### config.mk
export PLATFORM = sky130hd
export DESIGN_NAME = range_counter
export DESIGN_NICKNAME = d
export VERILOG_FILES = /design/src/rtl/range_counter_pkg.sv /design/src/rtl/range_step_calc.sv /design/src/rtl/range_counter.sv
export SDC_FILE = /design/constraint.sdc
export NUM_CORES = 1
export LEC_CHECK = 0
export CORE_AREA = 2 2 128 93
export CTS_BUF_LIST = sky130_fd_sc_hd__clkbuf_8
export CTS_CLUSTER_SIZE = 16
export DETAILED_ROUTE_END_ITERATION = 7
export DIE_AREA = 0 0 130 95
export PLACE_DENSITY = 0.72
export SLEW_MARGIN = 20
export SYNTH_ARGS = -nofsm -noshare
export SYNTH_HDL_FRONTEND = slang
export SYNTH_SLANG_ARGS = --single-unit
### constraint.sdc
create_clock -name clk -period 5.2 [get_ports clk]
set_input_delay 0.52 -clock clk [delete_from_list [all_inputs] [get_ports clk]]
set_output_delay 0.52 -clock clk [all_outputs]
set_load 0.05 [all_outputs]
### src/rtl/range_counter_pkg.sv
// Shared types for the range_counter block.
// The encodings match the 2-bit value on the mode port.
package range_counter_pkg;

  typedef enum logic [1:0] {
    MODE_WRAP    = 2'd0,
    MODE_ONESHOT = 2'd1,
    MODE_BOUNCE  = 2'd2,
    MODE_RSVD    = 2'd3
  } mode_t;

endpackage

### src/rtl/range_step_calc.sv
// Combinational one-step calculator for range_counter.
// Produces the next candidate value and an exact overshoot flag, using WIDTH+1 bit arithmetic.
module range_step_calc #(
  parameter int WIDTH  = 16,
  parameter int STEP_W = 4
) (
  input  logic [WIDTH-1:0]  i_count,
  input  logic [STEP_W-1:0] i_step,
  input  logic [WIDTH-1:0]  i_bound,
  input  logic              i_dir_up,
  output logic [WIDTH:0]    o_cand,
  output logic              o_over
);

  logic [WIDTH:0] w_count_x;
  logic [WIDTH:0] w_step_x;
  logic [WIDTH:0] w_bound_x;

  assign w_count_x = {1'b0, i_count};
  assign w_step_x  = {{(WIDTH + 1 - STEP_W){1'b0}}, i_step};
  assign w_bound_x = {1'b0, i_bound};

  // The extra top bit catches carry (up) and borrow (down) so no step can silently wrap.
  always_comb begin
    o_cand = w_count_x;
    o_over = 1'b0;
    if (i_dir_up) begin
      o_cand = w_count_x + w_step_x;
      o_over = (o_cand > w_bound_x);
    end else begin
      o_cand = w_count_x - w_step_x;
      o_over = (w_count_x < w_step_x) || (o_cand < w_bound_x);
    end
  end

endmodule

### src/rtl/range_counter.sv
// Runtime-configurable step counter with WRAP, ONESHOT and BOUNCE end-of-range handling.
// Priority per edge is rst > clr > load > en; all outputs are registered.
module range_counter
  import range_counter_pkg::*;
#(
  parameter int WIDTH  = 16,
  parameter int STEP_W = 4
) (
  input  logic              clk,
  input  logic              rst,
  input  logic              clr,
  input  logic              load,
  input  logic              en,
  input  logic [WIDTH-1:0]  start,
  input  logic [WIDTH-1:0]  limit,
  input  logic [STEP_W-1:0] step,
  input  logic              dir,
  input  logic [1:0]        mode,
  output logic [WIDTH-1:0]  count,
  output logic              wrap,
  output logic              done
);

  logic [WIDTH-1:0] r_count;
  logic             r_cur_dir;
  logic             r_wrap;
  logic             r_done;

  logic [WIDTH-1:0] w_count_nxt;
  logic             w_cur_dir_nxt;
  logic             w_wrap_nxt;
  logic             w_done_nxt;

  mode_t            w_mode;
  logic             w_bounce;
  logic             w_out_leg;
  logic             w_fwd_dir;
  logic [WIDTH-1:0] w_fwd_bound;
  logic [WIDTH-1:0] w_rev_bound;
  logic [WIDTH:0]   w_fwd_cand;
  logic             w_fwd_over;
  logic [WIDTH:0]   w_rev_cand;
  logic             w_rev_over;
  logic             w_step_nz;

  assign w_mode    = mode_t'(mode);
  assign w_bounce  = (w_mode == MODE_BOUNCE);
  assign w_step_nz = |step;

  // In BOUNCE the outbound leg (cur_dir == dir) heads for limit, the return leg for start.
  assign w_out_leg   = (r_cur_dir == dir);
  assign w_fwd_dir   = w_bounce ? r_cur_dir : dir;
  assign w_fwd_bound = (w_bounce && !w_out_leg) ? start : limit;
  assign w_rev_bound = w_out_leg ? start : limit;

  range_step_calc #(
    .WIDTH  (WIDTH),
    .STEP_W (STEP_W)
  ) u_calc_fwd (
    .i_count  (r_count),
    .i_step   (step),
    .i_bound  (w_fwd_bound),
    .i_dir_up (w_fwd_dir),
    .o_cand   (w_fwd_cand),
    .o_over   (w_fwd_over)
  );

  range_step_calc #(
    .WIDTH  (WIDTH),
    .STEP_W (STEP_W)
  ) u_calc_rev (
    .i_count  (r_count),
    .i_step   (step),
    .i_bound  (w_rev_bound),
    .i_dir_up (~r_cur_dir),
    .o_cand   (w_rev_cand),
    .o_over   (w_rev_over)
  );

  // Next-state priority mux: clr, then load, then an enabled non-zero step.
  always_comb begin
    w_count_nxt   = r_count;
    w_cur_dir_nxt = r_cur_dir;
    w_wrap_nxt    = 1'b0;
    w_done_nxt    = r_done;
    if (clr) begin
      w_count_nxt   = {WIDTH{1'b0}};
      w_cur_dir_nxt = dir;
      w_done_nxt    = 1'b0;
    end else if (load) begin
      w_count_nxt   = start;
      w_cur_dir_nxt = dir;
      w_done_nxt    = 1'b0;
    end else if (en && !r_done && w_step_nz) begin
      if (!w_fwd_over) begin
        w_count_nxt = w_fwd_cand[WIDTH-1:0];
      end else begin
        case (w_mode)
          MODE_ONESHOT: begin
            w_done_nxt = 1'b1;
          end
          MODE_BOUNCE: begin
            // Turnaround always pulses wrap; count only moves if the reverse step is legal.
            w_cur_dir_nxt = ~r_cur_dir;
            w_wrap_nxt    = 1'b1;
            if (!w_rev_over) begin
              w_count_nxt = w_rev_cand[WIDTH-1:0];
            end else begin
              w_count_nxt = r_count;
            end
          end
          default: begin
            w_count_nxt = start;
            w_wrap_nxt  = 1'b1;
          end
        endcase
      end
    end else begin
      w_wrap_nxt = 1'b0;
    end
  end

  // State registers with asynchronous active-low reset.
  always_ff @(posedge clk or negedge rst) begin
    if (!rst) begin
      r_count   <= {WIDTH{1'b0}};
      r_cur_dir <= 1'b1;
      r_wrap    <= 1'b0;
      r_done    <= 1'b0;
    end else begin
      r_count   <= w_count_nxt;
      r_cur_dir <= w_cur_dir_nxt;
      r_wrap    <= w_wrap_nxt;
      r_done    <= w_done_nxt;
    end
  end

  assign count = r_count;
  assign wrap  = r_wrap;
  assign done  = r_done;

endmodule

==> qor.yml, run 1 <==
die:
  floorplan.rows: 33
  start_util: 0.384
  coreArea_um2: 11300
  die_h_um: 95
  die_area_um2: 12400
  die_w_um: 130
  pin_count: 62
critical_path:
  cp.arrival_ns: 5.18
  path_class: "input port to flip-flop"
  critPathLaunchType: "input port"
  r2r_slack_ns: 0.45
  cp.required_ns: 5.38
  r2r_cells: 19
  r2r-start: "count[0]$_DFFE_PN0P_"
  r2r_end: "count[5]$_DFFE_PN0P_"
  endpoint_kind: "flip-flop"
  cp_max_fo: 6
sta:
  slew_headroom: 0.340
  tightest_slew_ns: 0.988
  tns_ns: 0
  skew_ns: 0.00528
  hold_viol_final: 0
  rsz0062_at_grt: "no"
  fmax_mhz: 200
  slew_violations: 0
  period_needed_ns: 5.01
  setup_violations: 0
  finalCritPeriodShare: 0.963
  setup_slack_ns: 0.194
placement:
  gp_congestion: 0.955
  place_hpwl_um: 13200
  pre_cts_slack_ns: -0.227
  dpl_cell_area_um2: 5330
  port_buffers: 61
global_routing:
  antenna_found_initial: 0
  grt_pass1_vias: 4554
  grt_max_degree: 33
  gr-total-overflow: 0
  grtUsageTotal: 0.256
  grt_first_pass_wirelength_um: 24200
yosys:
  syn_area_um2: 4330
  ys_seq_area_frac: 0.110
  synth.yosys.warnings: 0
  ys_ff_latch: 19
  synthFlopType: "dfrtp_1"
  ys_types: 69
  async_flop_share: 1.00
  syn_nets: 657
  synth-edff-count: 0
  syn-mean-instance-area_um2: 8.00
  yosysTopAreaCell: "ha_1"
  synthCells: 541
  synth.most_common_cell: "ha_1"
  netlist.area_leader.share: 0.202
  synthTopCellsByArea: "ha_1 (20%), dfrtp_1 (10%), mux2i_1 (10%), o21ai_0 (4.6%), a21oi_1 (4.4%)"
  synth_common_cells: "ha_1 (70), mux2i_1 (44), nand2_1 (41)"
layout:
  layout-drive-gt1-share: 0.136
  final_nets: 741
  area_growth_pct: 26.0
  finalInstanceArea_um2: 5460
  postLayoutCoreUtil: 0.484
  antennaDiodeCount: 0
routing:
  wire_per_inst_um: 20.2
  ant_nets: 0
  drt_first_iter_violations: 398
  first_pass_iters: 5
  route.detailed.drc: 0
  vias: 4737
  finalWirelength_um: 15800
  via_per_inst: 6.07
clock_tree:
  clk_latency_ns: 0.26
  cts_root_buf: "clkbuf_8"
  cts_tree: "done"
  holdBufCountCts: 0
  htree_levels: 1
  cts_num_sinks: 19
  clk_path_buf_depth: 2
  cts_buffers: 3
  path_clk_slew_ns: 0.08
power_and_ir_drop:
  cellLeakagePower_nw: 2.57
  power_density_nw_per_um2: 329
  ir_drop_mv: 0.138
status:
  status: "finished, final reports clean"
worst_hold_path:
  min_path_cells: 2
  holdCritStartpoint: "done$_DFFE_PN0P_"
  worstHoldEndpoint: "done$_DFFE_PN0P_"
  min_path_type: "flip-flop to flip-flop"
job:
  cap_violations: 0
## power breakdown
part | leakage [nW] | total, mW | switching [mW] | internal [mW]
sequential | 0.244 | 0.242 | 0.0680 | 0.174
clock | 0.0217 | 0.108 | 0.0540 | 0.0541
combinational | 2.30 | 1.45 | 0.839 | 0.609
## logic make-up after synthesis
logic type,after synthesis,synth area share
AOI/OAI and AO/OA,154,0.233
xor gates and xnor gates,29,0.0587
adders and majority gates,72,0.211
buffers and inverters,48,0.0509
DFF,19,0.110
muxes,52,0.128
and+or+nand+nor,167,0.208
## worst max-delay path, cell delays in order
cell	delay [ns]
clkdlybuf4s50_1	0.52
ha_1	0.18
inv_1	0.06
fa_1	0.41
a21o_1	0.21
a211oi_1	0.25
buf_4	0.20
nand3_1	0.10
xor2_1	0.25
inv_1	0.11
ha_1	0.34
and4_1	0.30
o311ai_0	0.28
a31oi_1	0.26
o21ai_0	0.15
a21oi_2	0.26
nor3_4	0.09
or3_1	0.45
o31ai_1	0.26
## per-stage QoR
step	total power, mW	hold WS [ns]	cells
finish	1.80	0.575	781
global route	1.94	0.631	781
CTS	1.75	0.577	778
detailed placement	1.63	0.557	774
global placement	1.59	0.586	774
floorplan	1.14	0.224	541
## routing by layer
layer,share of wire,up-vias,wire length (um),track usage
li1,-,2207,-,-
met1,0.46,2269,7190,0.367
met2,0.44,241,6920,0.411
met3,0.089,20,1400,0.0346
met4,0.018,0,288,0.0466
met5,0,-,0,0
## how the worst max path moves through the flow
stage,startpoint,endpoint,slack [ns],cells after the start
global route,step[2],count[2]$_DFFE_PN0P_,0.004,18
floorplan,count[0]$_DFFE_PN0P_,count[10]$_DFFE_PN0P_,0.59,19
global placement,step[2],count[2]$_DFFE_PN0P_,-0.09,17
CTS,step[2],count[2]$_DFFE_PN0P_,0.05,17
detailed placement,step[2],count[2]$_DFFE_PN0P_,-0.23,17
finish,step[0],count[5]$_DFFE_PN0P_,0.19,19
## cell usage in the layout (no fill, tap or decap), types with 4 or more instances in the layout
cell             count
o211ai_1            10
clkdlybuf4s50_1     61
inv_1               17
nor2b_1             11
buf_4               49
dfrtp_1             18
ha_1                70
a21oi_1             37
mux2_4               6
o21ai_0             40
nand2_1             41
or3_1                4
mux2i_1             44
o2111ai_1            4
a21o_1               5
a211oi_1            11
o21bai_1             4
nand2b_1             5
o21a_1               4
nand4_1              8
and3_1               7
nor2_1              37
nor4_1              10
xnor2_1             11
xor2_1              15
o31ai_1              7
nor3_1              11
nand3_1             10
and4_1               4
## sequential cells by signal, indices dropped and copies added (netlist names)
register / count
done: 1
r_cur_dir: 1
count: 16
wrap: 1
## final cells by class
| class | instances | area [um2] |
|---|---|---|
| fillers | 1119 | 5820 |
| well taps | 157 | 196 |
| clock buffers | 3 | 41.3 |
| multi-input cells | 474 | 3690 |
| inverters | 17 | 63.8 |
| clock inverters | 1 | 7.51 |
| repair buffers | 110 | 978 |
| flip-flops and latches | 19 | 477 |
## what timing repair did
item,in CTS,in global routing
buffers inserted,0,3
gates resized for setup,0,9
endpoints found under the setup margin,0,16
No activity file was read; power rests on OpenSTA's default activity.
==> run 2, diff against run 1 <==
--- a/config.mk
+++ b/config.mk
@@ -5,6 +5,7 @@
 export SDC_FILE = /design/constraint.sdc
 export NUM_CORES = 1
 export LEC_CHECK = 0
+export ABC_CLOCK_PERIOD_IN_PS = 5200
 export CORE_AREA = 2 2 128 93
 export CTS_BUF_LIST = sky130_fd_sc_hd__clkbuf_8
 export CTS_CLUSTER_SIZE = 16
==> results of run 2 <==
Final layout, timing and power as in run 1 (identical DEF).
==> run 3, diff against run 2 <==
--- a/config.mk
+++ b/config.mk
@@ -5,14 +5,15 @@
 export SDC_FILE = /design/constraint.sdc
 export NUM_CORES = 1
 export LEC_CHECK = 0
-export ABC_CLOCK_PERIOD_IN_PS = 5200
-export CORE_AREA = 2 2 128 93
+export ABC_CLOCK_PERIOD_IN_PS = 5400
+export CORE_AREA = 2 2 140 101
 export CTS_BUF_LIST = sky130_fd_sc_hd__clkbuf_8
 export CTS_CLUSTER_SIZE = 16
 export DETAILED_ROUTE_END_ITERATION = 7
-export DIE_AREA = 0 0 130 95
-export PLACE_DENSITY = 0.72
+export DIE_AREA = 0 0 142 103
+export PLACE_DENSITY = 0.71
 export SLEW_MARGIN = 20
 export SYNTH_ARGS = -nofsm -noshare
 export SYNTH_HDL_FRONTEND = slang
+export SYNTH_HIERARCHICAL = 1
 export SYNTH_SLANG_ARGS = --single-unit
==> constraint.sdc (replaced) <==
create_clock -name clk -period 5.4 [get_ports clk]
set_input_delay 0.54 -clock clk [delete_from_list [all_inputs] [get_ports clk]]
set_output_delay 0.54 -clock clk [all_outputs]
set_load 0.05 [all_outputs]
==> qor.yml, run 3 <==
status:
  status: "finished, final reports clean"
clock_tree:
  cts_setup_buffers: 0  # unchanged
  cts_root_buf: "clkbuf_8"
  cts_tree: "done"
  cts_num_sinks: 19  # unchanged
  cts_buffers: 3  # unchanged
  htree_levels: 1  # unchanged
  clk_path_buf_depth: 2  # unchanged
  holdBufCountCts: 0  # unchanged
  cts-resized-gates: 0  # unchanged
  clk_latency_ns: 0.27  # about the same
  path_clk_slew_ns: 0.08  # about the same
placement:
  gp_congestion: 0.882  # -7.7%
  pre_cts_slack_ns: 0.166  # +0.393 ns
  place_hpwl_um: 12500  # -5.6%
  port_buffers: 61  # unchanged
  dpl_cell_area_um2: 5920  # +11%
routing:
  vias: 4687  # -1.1%
  wire_per_inst_um: 18.3  # -9.6%
  via_per_inst: 5.67  # -6.6%
  ant_nets: 0  # unchanged
  drt_first_iter_violations: 472  # +19%
  first_pass_iters: 5  # unchanged
  route.detailed.drc: 0  # unchanged
  finalWirelength_um: 15100  # -4.3%
yosys:
  synth.yosys.warnings: 6  # +6
  syn_nets: 732  # +11%
  syn_area_um2: 5160  # +19%
  syn-mean-instance-area_um2: 8.52  # +6.5%
  synthCells: 606  # +12%
die:
  floorplan.rows: 36  # +9.1%
  die_w_um: 142  # +9.2%
  coreArea_um2: 13500  # +19%
  die_h_um: 103  # +8.4%
  die_area_um2: 14600  # +18%
  pin_count: 62  # unchanged
  start_util: 0.384  # -0.000671
power_and_ir_drop:
  cellLeakagePower_nw: 2.72  # +6.1%
  ir_drop_mv: 0.119  # -14%
  power_density_nw_per_um2: 309  # -6.1%
global_routing:
  gr-total-overflow: 0  # unchanged
  antenna_found_initial: 0  # unchanged
  grt_pass1_vias: 4489  # -1.4%
  grt_first_pass_wirelength_um: 24000  # -0.74%
  grt_max_degree: 24  # -27%
  grtUsageTotal: 0.208  # -0.0473
critical_path:
  r2r-start: "count[1]$_DFFE_PN0P_"
  path_class: "input port to flip-flop"
  r2r_slack_ns: 0.59  # +0.14 ns
  critPathLaunchType: "input port"
  cp.arrival_ns: 5.18  # about the same
  cp.required_ns: 5.56  # +0.18 ns
  max_stage_delay_ns: 0.51  # about the same
  r2r_end: "wrap$_DFF_PN0_"
  r2r_cells: 17  # -2
  crit_path_start: "step[0]"
  cp_max_fo: 20  # +14
  crit_slowest_cell: "clkdlybuf4s50_1"
  endpoint_kind: "flip-flop"
  cp_cell_sequence: "clkdlybuf4s50_1 > ha_1 > inv_1 > fa_1 > a21oi_1 > o211ai_2 > or4_1 > xnor2_1 > ha_1 > a211oi_1 > o21ai_0 > o31a_1 > nor4_1 > o32a_1 > buf_4 > nand2_1 > or2_2 > nor4_1"
sta:
  slew_headroom: 0.404  # +0.0642
  slew_violations: 0  # unchanged
  skew_ns: 0.00614  # +0.000857 ns
  rsz0062_at_grt: "no"
  tns_ns: 0  # unchanged
  period_needed_ns: 5.02
  finalCritPeriodShare: 0.929
  hold_viol_final: 0  # unchanged
  tightest_slew_ns: 0.891  # -0.0970 ns
  setup_violations: 0  # unchanged
  fmax_mhz: 199
  setup_slack_ns: 0.381  # +0.187 ns
worst_hold_path:
  holdCritStartpoint: "done$_DFFE_PN0P_"
  worstHoldEndpoint: "wrap$_DFF_PN0_"
  min_path_cells: 1  # -1
  min_path_type: "flip-flop to flip-flop"
layout:
  final_common_cell: "ha_1"
  final_cell_mix: "ha_1 (78), clkdlybuf4s50_1 (61), mux2_2 (54)"
  final_nets: 783  # +5.7%
  layout-drive-gt1-share: 0.163  # +0.0269
  area_growth_pct: 15.6
  finalInstanceArea_um2: 5970  # +9.4%
  largest_reg_flops: 16  # unchanged
  antennaDiodeCount: 0  # unchanged
  postLayoutCoreUtil: 0.443  # -0.0408
  fillers: 1305  # +17%
job:
  cap_violations: 0  # unchanged
run 3: through the flow:
step	std cells	total power, mW	hold slack, ns
after CTS	827	1.83	0.593
after detailed placement	823	1.71	0.576
final	827	1.85	0.589
after global placement	823	1.69	0.573
after floorplan	606	1.34	0.244
after global routing	827	2.01	0.621
run 3: how the worst max path moves through the flow:
| stage | cells after the start | end | slack, ns |
|---|---|---|---|
| finish | 18 | wrap$_DFF_PN0_ | 0.38 |
| global route | 18 | wrap$_DFF_PN0_ | 0.1 |
| CTS | 18 | wrap$_DFF_PN0_ | 0.44 |
| detailed placement | 18 | wrap$_DFF_PN0_ | 0.17 |
| global placement | 18 | count[7]$_DFFE_PN0P_ | 0.29 |
| floorplan | 18 | count[1]$_DFFE_PN0P_ | 0.74 |
run 3: metal layers:
layer | routed length, um | vias to the layer above | track usage
met5 | 0 | - | 0
met4 | 204 | 0 | 0.0454
met3 | 797 | 14 | 0.00836
met2 | 6580 | 155 | 0.329
met1 | 7540 | 2218 | 0.315
li1 | - | 2300 | -
run 3: power breakdown:
| group | switching (mW) | internal (mW) | total (mW) |
|---|---|---|---|
| Clock | 0.0543 | 0.0522 | 0.107 |
| Combinational | 0.801 | 0.664 | 1.47 |
| Sequential | 0.109 | 0.165 | 0.275 |
| Total | 0.965 | 0.882 | 1.85 |
run 3: cell type report:
| class | count | area, um2 | area share |
|---|---|---|---|
| inverters | 53 | 199 | 0.0333 |
| clock buffers | 3 | 41.3 | 0.00692 |
| multi-input cells | 504 | 4310 | 0.722 |
| flip-flops and latches | 19 | 477 | 0.0799 |
| clock inverters | 1 | 7.51 | 0.00126 |
| well taps | 171 | 214 | 0.0358 |
| repair buffers | 76 | 723 | 0.121 |
run 3: critical path, delay by kind of cell:
family / cells / cell delay [ns]
xor+xnor: 1 / 0.17
buf+inv: 3 / 0.84
fa+ha+maj: 3 / 0.93
compound gates: 6 / 1.31
simple gates: 5 / 1.38
